==> config.mk <==
export PLATFORM = sky130hd
export DESIGN_NAME = memory_arbiter_2port
export DESIGN_NICKNAME = d
export VERILOG_FILES = /design/src/rtl/memory_arbiter_2port.sv
export SDC_FILE = /design/constraint.sdc
export NUM_CORES = 1
export LEC_CHECK = 0
export BUFFER_PORTS_ARGS = -buffer_cell sky130_fd_sc_hd__clkbuf_2
export CAP_MARGIN = 20
export CORE_AREA = 4 4 83 85
export DETAILED_ROUTE_END_ITERATION = 6
export DIE_AREA = 0 0 87 89
export GPL_TIMING_DRIVEN = 1
export PLACE_DENSITY = 0.86
export SYNTH_ARGS = -nofsm -noshare
export SYNTH_HDL_FRONTEND = slang
export SYNTH_SLANG_ARGS = --single-unit
==> constraint.sdc <==
create_clock -name clock -period 2.9 [get_ports clock]
set_input_delay 0.87 -clock clock [delete_from_list [all_inputs] [get_ports clock]]
set_output_delay 0.87 -clock clock [all_outputs]
set_load 0.01 [all_outputs]
==> src/rtl/memory_arbiter_2port.sv <==
// Two-port read arbiter: instruction and data caches share one line-read memory port.
// Round-robin grant, one outstanding memory read at a time.
module memory_arbiter_2port #(
    parameter int ADDR_W = 6,
    parameter int LINE_W = 64
) (
    input  logic              clock,
    input  logic              reset,
    input  logic              i_read_enable,
    input  logic [ADDR_W-1:0] i_address,
    output logic              i_read_ready,
    output logic [LINE_W-1:0] i_data,
    input  logic              d_read_enable,
    input  logic [ADDR_W-1:0] d_address,
    output logic              d_read_ready,
    output logic [LINE_W-1:0] d_data,
    output logic              memory_read_enable,
    output logic [ADDR_W-1:0] memory_address,
    input  logic              memory_read_ready,
    input  logic [LINE_W-1:0] memory_data,
    output logic              busy,
    output logic              owner
);

    localparam logic [1:0] S_IDLE  = 2'd0;
    localparam logic [1:0] S_ISSUE = 2'd1;
    localparam logic [1:0] S_WAIT  = 2'd2;

    logic [1:0]        state_q, state_d;
    logic              i_pend_q, i_pend_d, d_pend_q, d_pend_d;
    logic [ADDR_W-1:0] i_addr_q, i_addr_d, d_addr_q, d_addr_d;
    logic [ADDR_W-1:0] mem_addr_q, mem_addr_d;
    logic              owner_q, owner_d;
    logic              last_grant_q, last_grant_d;
    logic              complete, i_done, d_done, i_accept, d_accept, grant;

    assign complete = (state_q == S_WAIT) && memory_read_ready;
    assign i_done   = complete && !owner_q;
    assign d_done   = complete &&  owner_q;

    // The owner's flag stays set while it is served, so this also blocks owner
    // re-requests; only its completion cycle lets a new request through.
    assign i_accept = i_read_enable && (!i_pend_q || i_done);
    assign d_accept = d_read_enable && (!d_pend_q || d_done);

    // D wins only when I is idle or I was granted last.
    assign grant = d_pend_q && (!i_pend_q || !last_grant_q);

    always_comb begin
        state_d      = state_q;
        owner_d      = owner_q;
        last_grant_d = last_grant_q;
        mem_addr_d   = mem_addr_q;
        i_pend_d     = i_accept ? 1'b1 : (i_done ? 1'b0 : i_pend_q);
        d_pend_d     = d_accept ? 1'b1 : (d_done ? 1'b0 : d_pend_q);
        i_addr_d     = i_accept ? i_address : i_addr_q;
        d_addr_d     = d_accept ? d_address : d_addr_q;
        case (state_q)
            S_IDLE: begin
                if (i_pend_q || d_pend_q) begin
                    owner_d      = grant;
                    last_grant_d = grant;
                    mem_addr_d   = grant ? d_addr_q : i_addr_q;
                    state_d      = S_ISSUE;
                end
            end
            S_ISSUE: state_d = S_WAIT;
            S_WAIT:  if (memory_read_ready) state_d = S_IDLE;
            default: state_d = S_IDLE;
        endcase
    end

    always_ff @(posedge clock) begin
        if (reset) begin
            state_q      <= S_IDLE;
            i_pend_q     <= 1'b0;
            d_pend_q     <= 1'b0;
            i_addr_q     <= '0;
            d_addr_q     <= '0;
            mem_addr_q   <= '0;
            owner_q      <= 1'b0;
            last_grant_q <= 1'b1;
        end else begin
            state_q      <= state_d;
            i_pend_q     <= i_pend_d;
            d_pend_q     <= d_pend_d;
            i_addr_q     <= i_addr_d;
            d_addr_q     <= d_addr_d;
            mem_addr_q   <= mem_addr_d;
            owner_q      <= owner_d;
            last_grant_q <= last_grant_d;
        end
    end

    assign memory_read_enable = (state_q == S_ISSUE);
    assign memory_address     = mem_addr_q;
    assign busy               = (state_q != S_IDLE);
    assign owner              = owner_q;
    assign i_read_ready       = i_done;
    assign d_read_ready       = d_done;
    assign i_data             = memory_data;
    assign d_data             = memory_data;

endmodule

==> results of run 1 <==
-- cell usage in the layout (no fill, tap or decap) --
master    count
a21bo_1       1
or2_1         1
nor2b_1       3
o311ai_1     12
nor2_1        6
a211oi_1      6
a21oi_2       1
clkbuf_2     27
nand2_1      12
clkbuf_8      3
nor3b_1      13
or3_4         1
a31oi_1      12
o21a_1        2
nand4_1      12
and4bb_2      1
inv_1         2
buf_4         2
mux2i_1       6
inv_2         2
dfxtp_1      24
o21ai_1       2
and4b_1       1
nand3_1       1
a21oi_1       6
nor2_2        1
nor3_1        1
-- cells in the mapped netlist, drive strengths merged --
cell type,n,area (um2)
a21oi,7,38.79
o311ai,12,105.1
clkbuf,3,11.26
mux2i,6,60.06
and4b,1,10.01
o21ai,2,10.01
a211oi,6,45.04
nand2,12,45.04
dfxtp,24,480.5
nand4,12,75.07
inv,4,15.02
nor2b,3,18.77
buf,138,1018
a21bo,1,10.01
a31oi,12,75.07
nand3,1,5.000
or3,1,11.26
nor2,7,28.78
and4bb,1,12.51
o21a,2,15.01
or2,1,6.260
nor3b,13,97.59
nor3,1,5.000
-- routing by layer --
layer	vias to the layer above	track usage (%)	wire length (um)
met1	566	9.884	1284
met2	99	18.43	2183
met3	27	5.530	608
li1	589	-	-
met4	0	8.215	274
met5	-	0	0
-- sequential cells by signal, summed over array words and instances (netlist names) --
signal and count:
i_addr_q 6, state_q 2, last_grant_q 1, d_addr_q 6, owner 1, memory_address 6, d_pend_q 1, i_pend_q 1
-- kinds of logic (layout without fill, tap and decap cells) --
group,Yosys count,after routing
flops,24,24
compound gates,42,42
mux,6,6
simple gates,53,53
buf+inv,145,36
-- worst reg2reg max path: cells and delay by family, from the launching register on --
kind	cells	cell delay, ns
flops	1	0.52
compound gates	2	0.49
simple gates	1	0.37
-- per-stage QoR --
stage                     utilization [%]  area (um2)  setup slack, ns  total power (W)  hold slack, ns
final                               23.49        1458           0.4459        0.0007274          0.5056
after floorplan                         -        2200           0.6875        0.0006727          0.4547
after global placement              22.83        1416           0.4720        0.0005310          0.4678
after global routing                23.49        1458           0.3838        0.0007634          0.5302
after detailed placement            22.83        1416           0.4488        0.0005383          0.4759
after CTS                           23.49        1458           0.4488        0.0007275          0.5016
-- power by group through the flow --
stage | logic [W] | clock network [W] | registers, W
global placement | 0.000139 | 0 | 0.000392
floorplan | 0.000284 | 0 | 0.000389
detailed placement | 0.000143 | 0 | 0.000395
global route | 0.000160 | 0.000211 | 0.000392
finish | 0.000143 | 0.000197 | 0.000387
CTS | 0.000144 | 0.000197 | 0.000387
-- how the worst min path moves through the flow --
stage	endpoint	from	cells after the start	slack (ns)
after floorplan	last_grant_q$_SDFFE_PP1P_	last_grant_q$_SDFFE_PP1P_	2	0.45
final	d_addr_q[3]$_SDFFE_PP0P_	d_addr_q[3]$_SDFFE_PP0P_	2	0.51
after global routing	d_addr_q[5]$_SDFFE_PP0P_	d_addr_q[5]$_SDFFE_PP0P_	2	0.53
after detailed placement	last_grant_q$_SDFFE_PP1P_	last_grant_q$_SDFFE_PP1P_	2	0.48
after CTS	last_grant_q$_SDFFE_PP1P_	last_grant_q$_SDFFE_PP1P_	2	0.50
after global placement	last_grant_q$_SDFFE_PP1P_	last_grant_q$_SDFFE_PP1P_	2	0.47
-- layout make-up --
type	instances	area share, %
inverter	4	1.030
timing repair buffer	29	10.30
tap	77	6.609
multi-input combinational	101	46.27
sequential	24	32.96
clock buffer	3	2.833
==> results.py, run 1 <==
metrics = {
    "logic_synthesis": {
        "synthesis.area_um2": 2200,
        "yosysSeqAreaShare_pct": 21.84,
        "netlist_instances": 270,
        "synth_top_family_by_area": "buffers and inverters",
        "ys_warn_count": 0,
        "synthDistinctLibCells": 29,
        "synthMuxAreaShare_pct": 2.730,
        "synth_adder_area_share_pct": 0,
        "synth_xor_area_share_pct": 0,
        "yosys_register_bits": 24,
        "avgSynthCellArea_um2": 8.147,
        "yosys.area_share.simple_pct": 14.33,
        "synth_compound_area_share_pct": 13.59,
        "syn_nets": 351,
    },
    "grt": {
        "grt_usage_pct": 10.84,
        "grt_pass1_wl_um": 6582,
        "grt_pass1_vias": 1251,
        "grt_max_degree": 23,
        "antenna_found_initial": 0,
        "grt-ovfl-total": 0,
    },
    "cts": {
        "cts_buffers": 3,
        "post-cts-setup-buffers": 0,
        "h-tree-depth": 1,
        "cts.sinks": 24,
        "clock_path_buffers": 2,
        "insertion_delay_ns": 0.27,
        "tritoncts": "done",
        "hold_buffers": 0,
        "cts.clk_slew.worst_paths_ns": 0.08,
        "clockRootBuffer": "clkbuf_8",
        "post_cts_resized": 0,
    },
    "placement": {
        "place.gp.congestion": 0.7703,
        "port_buffers": 27,
        "dp_hpwl_um": 3458,
        "dp_cells": 235,
    },
    "route": {
        "dr.pass1.iters": 5,
        "antenna_left": 0,
        "totalWireLength_um": 4351,
        "routed_via_density": 5.382,
        "vias": 1281,
        "drt_iter0_drc": 67,
        "wl_per_cell_um": 18.28,
        "drc_errors": 0,
    },
    "layout": {
        "num_antenna_cells": 0,
        "multiInputGateArea_um2": 674.4,
        "regArea_um2": 480.5,
        "fin_cells": 238,
        "syn2layout_area_growth_pct": -33.73,
        "layout-drive-gt1-share_pct": 23.60,
        "nNetsFinal": 244,
        "fill_cells": 662,
    },
    "sta": {
        "setup_violations": 0,
        "setup-tns-final_ns": 0,
        "fin_skew_ns": 0.002090,
        "hold_viol": 0,
        "rsz0062_at_grt": "false",
        "max-slew-margin-rel_pct": 70.77,
        "period_needed_ns": 2.454,
        "period_share_pct": 84.63,
        "drv_slew": 0,
        "fmax_mhz": 407.5,
        "worst_slew_pin_slew_ns": 0.4376,
    },
    "worst_setup_path": {
        "critical-path-max-stage-delay_ns": 0.41,
        "r2r_cells": 3,
        "crit_chain": "clkbuf_2, and4bb_2, clkbuf_2",
        "r2r-end": "owner$_SDFFE_PP0P_",
        "path_max_fanout": 14,
        "crit_path_start": "memory_read_ready",
        "worstSetupPathDepth": 3,
        "worstSetupEndpointType": "output pin",
        "crit_end": "i_read_ready",
        "r2r_setup_slack_ns": 1.45,
        "cp-start-kind": "input port",
        "crit_type": "in2out",
        "critPathTopFamily": "simple AND/OR/NAND/NOR gates",
        "critPathSlowestCell": "and4bb_2",
        "crit_buf_inv": 2,
        "crit_required_ns": 2.03,
        "crit_top_cell": "clkbuf_2",
        "r2r_start": "d_pend_q$_SDFFE_PP0P_",
        "worstPathArrival_ns": 1.58,
    },
    "run_status": {
        "outcome": "complete, no violations",
    },
    "power_and_ir_drop": {
        "p_leak_nw": 0.5376,
        "powerDensity_nw_per_um2": 499.0,
        "pwr-share-comb_pct": 19.7,
        "p_sw_w": 0.0002127,
        "seq_power_share_pct": 53.2,
        "vdd_ir_drop_max_uv": 282.2,
        "switching_share_pct": 29.24,
        "p_int_w": 0.0005147,
        "pwr-share-clk_pct": 27.1,
    },
    "die": {
        "die_y_um": 89,
        "core_area_um2": 6205,
        "start_util_pct": 35.45,
        "ios": 220,
        "die_w_um": 87,
        "rows": 29,
        "dieArea_um2": 7743,
    },
    "min_path": {
        "holdCritPathClass": "reg2reg",
    },
    "job": {
        "cap_violations": 0,
    },
}
No activity file was read; power rests on OpenSTA's default activity.
==> run 2, diff against run 1 <==
--- a/config.mk
+++ b/config.mk
@@ -5,13 +5,15 @@
 export SDC_FILE = /design/constraint.sdc
 export NUM_CORES = 1
 export LEC_CHECK = 0
+export ABC_AREA = 1
 export BUFFER_PORTS_ARGS = -buffer_cell sky130_fd_sc_hd__clkbuf_2
 export CAP_MARGIN = 20
-export CORE_AREA = 4 4 83 85
+export CORE_ASPECT_RATIO = 2
+export CORE_MARGIN = 4
+export CORE_UTILIZATION = 32
 export DETAILED_ROUTE_END_ITERATION = 6
-export DIE_AREA = 0 0 87 89
 export GPL_TIMING_DRIVEN = 1
-export PLACE_DENSITY = 0.86
+export PLACE_DENSITY = 0.85
 export SYNTH_ARGS = -nofsm -noshare
 export SYNTH_HDL_FRONTEND = slang
 export SYNTH_SLANG_ARGS = --single-unit
==> constraint.sdc (replaced) <==
create_clock -name clock -period 2.07 [get_ports clock]
set_input_delay 0.621 -clock clock [delete_from_list [all_inputs] [get_ports clock]]
set_output_delay 0.621 -clock clock [all_outputs]
set_load 0.01 [all_outputs]
==> results.py, run 2 <==
metrics = {
    "worst_setup_path": {
        "path_max_fanout": 3,
        "crit_chain": "clkbuf_2, nand4_1, inv_1, clkbuf_2",
        "crit_required_ns": 1.45,
        "worstPathArrival_ns": 1.07,
        "crit_type": "in2out",
        "critPathTopFamily": "buffers and inverters",
        "crit_top_cell": "clkbuf_2",
        "critPathSlowestCell": "nand4_1",
        "crit_buf_inv": 3,
        "cp-start-kind": "input port",
        "worstSetupEndpointType": "output pin",
        "critical-path-max-stage-delay_ns": 0.14,
    },
    "cts": {
        "cts.clk_slew.worst_paths_ns": 0.06,
        "cts_buffers": 3,
        "cts.sinks": 24,
        "h-tree-depth": 1,
        "clockRootBuffer": "clkbuf_16",
        "tritoncts": "done",
        "post_cts_resized": 0,
        "clock_path_buffers": 2,
        "hold_buffers": 0,
        "insertion_delay_ns": 0.25,
        "post-cts-setup-buffers": 0,
    },
    "job": {
        "cap_violations": 0,
    },
    "route": {
        "antenna_left": 0,
        "top_layer": "met4",
        "drc_errors": 0,
        "drt_iter0_drc": 32,
        "wl_met1_um": 996,
        "wl_per_cell_um": 19.84,
        "met2_length_um": 2114,
        "dr.pass1.iters": 4,
        "totalWireLength_um": 4999,
        "wl_met3_um": 1126,
        "routed_via_density": 4.325,
        "vias": 1090,
    },
    "logic_synthesis": {
        "yosys-top-cells-count": "buf_4 (128), nand2_1 (28), dfxtp_1 (24)",
        "netlist_instances": 273,
        "synthesis.area_um2": 2019,
        "synthMuxAreaShare_pct": 0,
        "synthDistinctLibCells": 18,
        "synth-main-ff-cell": "dfxtp_1",
        "avgSynthCellArea_um2": 7.397,
        "synth_adder_area_share_pct": 0,
        "ys_warn_count": 0,
        "yosys_register_bits": 24,
        "ys_top_cells_by_area": "buf_4 (48%), dfxtp_1 (24%), nand2_1 (5.2%)",
        "syn_nets": 354,
        "synth-edff-count": 0,
        "yosysSeqAreaShare_pct": 23.79,
        "synth_top_cell_by_area": "buf_4",
        "yosys.area_share.simple_pct": 15.74,
        "synth_compound_area_share_pct": 7.249,
        "yosysMostFrequentCell": "buf_4",
        "synth_top_area_share_pct": 47.58,
        "synth_top_family_by_area": "buffers and inverters",
        "synth_xor_area_share_pct": 0,
        "synthArstFlopShare_pct": 0,
    },
    "grt": {
        "antenna_found_initial": 0,
        "grt_usage_pct": 12.66,
        "grt_max_degree": 21,
        "grt_pass1_vias": 1113,
        "grt_pass1_wl_um": 6969,
        "grt-ovfl-total": 0,
    },
    "placement": {
        "port_buffers": 27,
        "place.gp.congestion": 0.7502,
        "placed_area_um2": 1245,
        "dp_hpwl_um": 4234,
    },
    "layout": {
        "final_cell_mix": "nand2_1 (28), clkbuf_2 (27), dfxtp_1 (24)",
        "layout_commonest_cell": "nand2_1",
        "nNetsFinal": 251,
        "num_antenna_cells": 0,
        "fill_cells": 673,
        "finalInstanceArea_um2": 1320,
        "layout-drive-gt1-share_pct": 23.21,
        "syn2layout_area_growth_pct": -34.63,
    },
    "sta": {
        "fmax_mhz": 592.4,
        "drv_slew": 0,
        "period_share_pct": 81.55,
        "setup-tns-final_ns": 0,
        "rsz0062_at_grt": "false",
        "setup_violations": 0,
        "hold_slack_ns": 0.4560,
        "period_needed_ns": 1.688,
        "worst_slew_pin_slew_ns": 0.5770,
        "max-slew-margin-rel_pct": 61.49,
        "hold_viol": 0,
        "fin_skew_ns": 0.0009672,
    },
    "power_and_ir_drop": {
        "pwr-share-clk_pct": 35.5,
        "p_sw_w": 0.0002870,
        "vdd_ir_drop_max_uv": 394.1,
        "powerDensity_nw_per_um2": 849.6,
        "p_leak_nw": 0.6262,
        "seq_power_share_pct": 47.3,
        "switching_share_pct": 25.59,
        "pwr-share-comb_pct": 17.1,
        "p_int_w": 0.0008345,
    },
    "run_status": {
        "outcome": "complete, no violations",
    },
    "die": {
        "start_util_pct": 33.35,
        "rows": 40,
        "die_w_um": 64.17,
        "die_y_um": 120.3,
        "core_area_um2": 6056,
        "dieArea_um2": 7723,
        "ios": 220,
    },
    "min_path": {
        "holdCritPathClass": "reg2reg",
    },
}
==> run 2: changes by cell type in the layout (fill, tap and decap cells not counted), moves of 10 or more <==
| cell | delta |
|---|---|
| nand2_1 | +16 |
| nor2_1 | +15 |
| a21oi_1 | +14 |
| nor3b_1 | -13 |
| a31oi_1 | -12 |
| o311ai_1 | -12 |
| inv_1 | +11 |
| nand4_1 | -10 |
==> run 2: kinds of logic after synthesis <==
group | after synthesis
buf+inv | 151
simple gates | 70
compound gates | 28
flops | 24
==> run 2: final timing paths <==
check	start	slack, ns	endpoint	cells after the start
worst max register to register	i_pend_q$_SDFFE_PP0P_	0.85	memory_address[3]$_SDFFE_PP0P_	7
worst max-delay path	memory_read_ready	0.38	d_read_ready	4
worst min register to register	last_grant_q$_SDFFE_PP1P_	0.46	last_grant_q$_SDFFE_PP1P_	2
worst min-delay path	last_grant_q$_SDFFE_PP1P_	0.46	last_grant_q$_SDFFE_PP1P_	2
==> run 2: worst register-to-register path: stages (launching register included) <==
cell	delay, ns
dfxtp_1	0.37
nand2_1	0.07
nand2_1	0.22
inv_2	0.13
nand2_1	0.09
nand2_1	0.05
a21oi_1	0.13
nor2_1	0.06
==> run 2: power by group through the flow <==
stage	sequential, W	clock [W]	combinational (W)
CTS	0.000531	0.000404	0.000196
detailed placement	0.000540	0	0.000195
floorplan	0.000543	0	0.000390
finish	0.000531	0.000399	0.000192
global placement	0.000539	0	0.000192
global route	0.000538	0.000432	0.000221
==> run 2: cell type report <==
class	instances	area (um2)	area share, %
multi-input combinational	98	464.2	35.17
inverter	16	60.06	4.550
tap	84	105.1	7.962
timing repair buffer	27	135.1	10.24
clock buffer	3	75.07	5.687
sequential	24	480.5	36.40
==> run 2: layer usage <==
metal / up-vias / GRT usage, %
met5: - / 0
met4: 0 / 19.21
met3: 81 / 9.944
met2: 72 / 18.66
met1: 429 / 7.172
li1: 508 / -
==> run 2: per-stage QoR <==
stage               utilization, %  total power (W)  setup WS, ns  instances
floorplan                        -        0.0009325        0.5994        273
global placement             20.56        0.0007304        0.4017        249
detailed placement           20.56        0.0007349        0.3833        249
CTS                          21.80         0.001131        0.3823        252
global route                 21.80         0.001191        0.3359        252
finish                       21.80         0.001122        0.3820        252
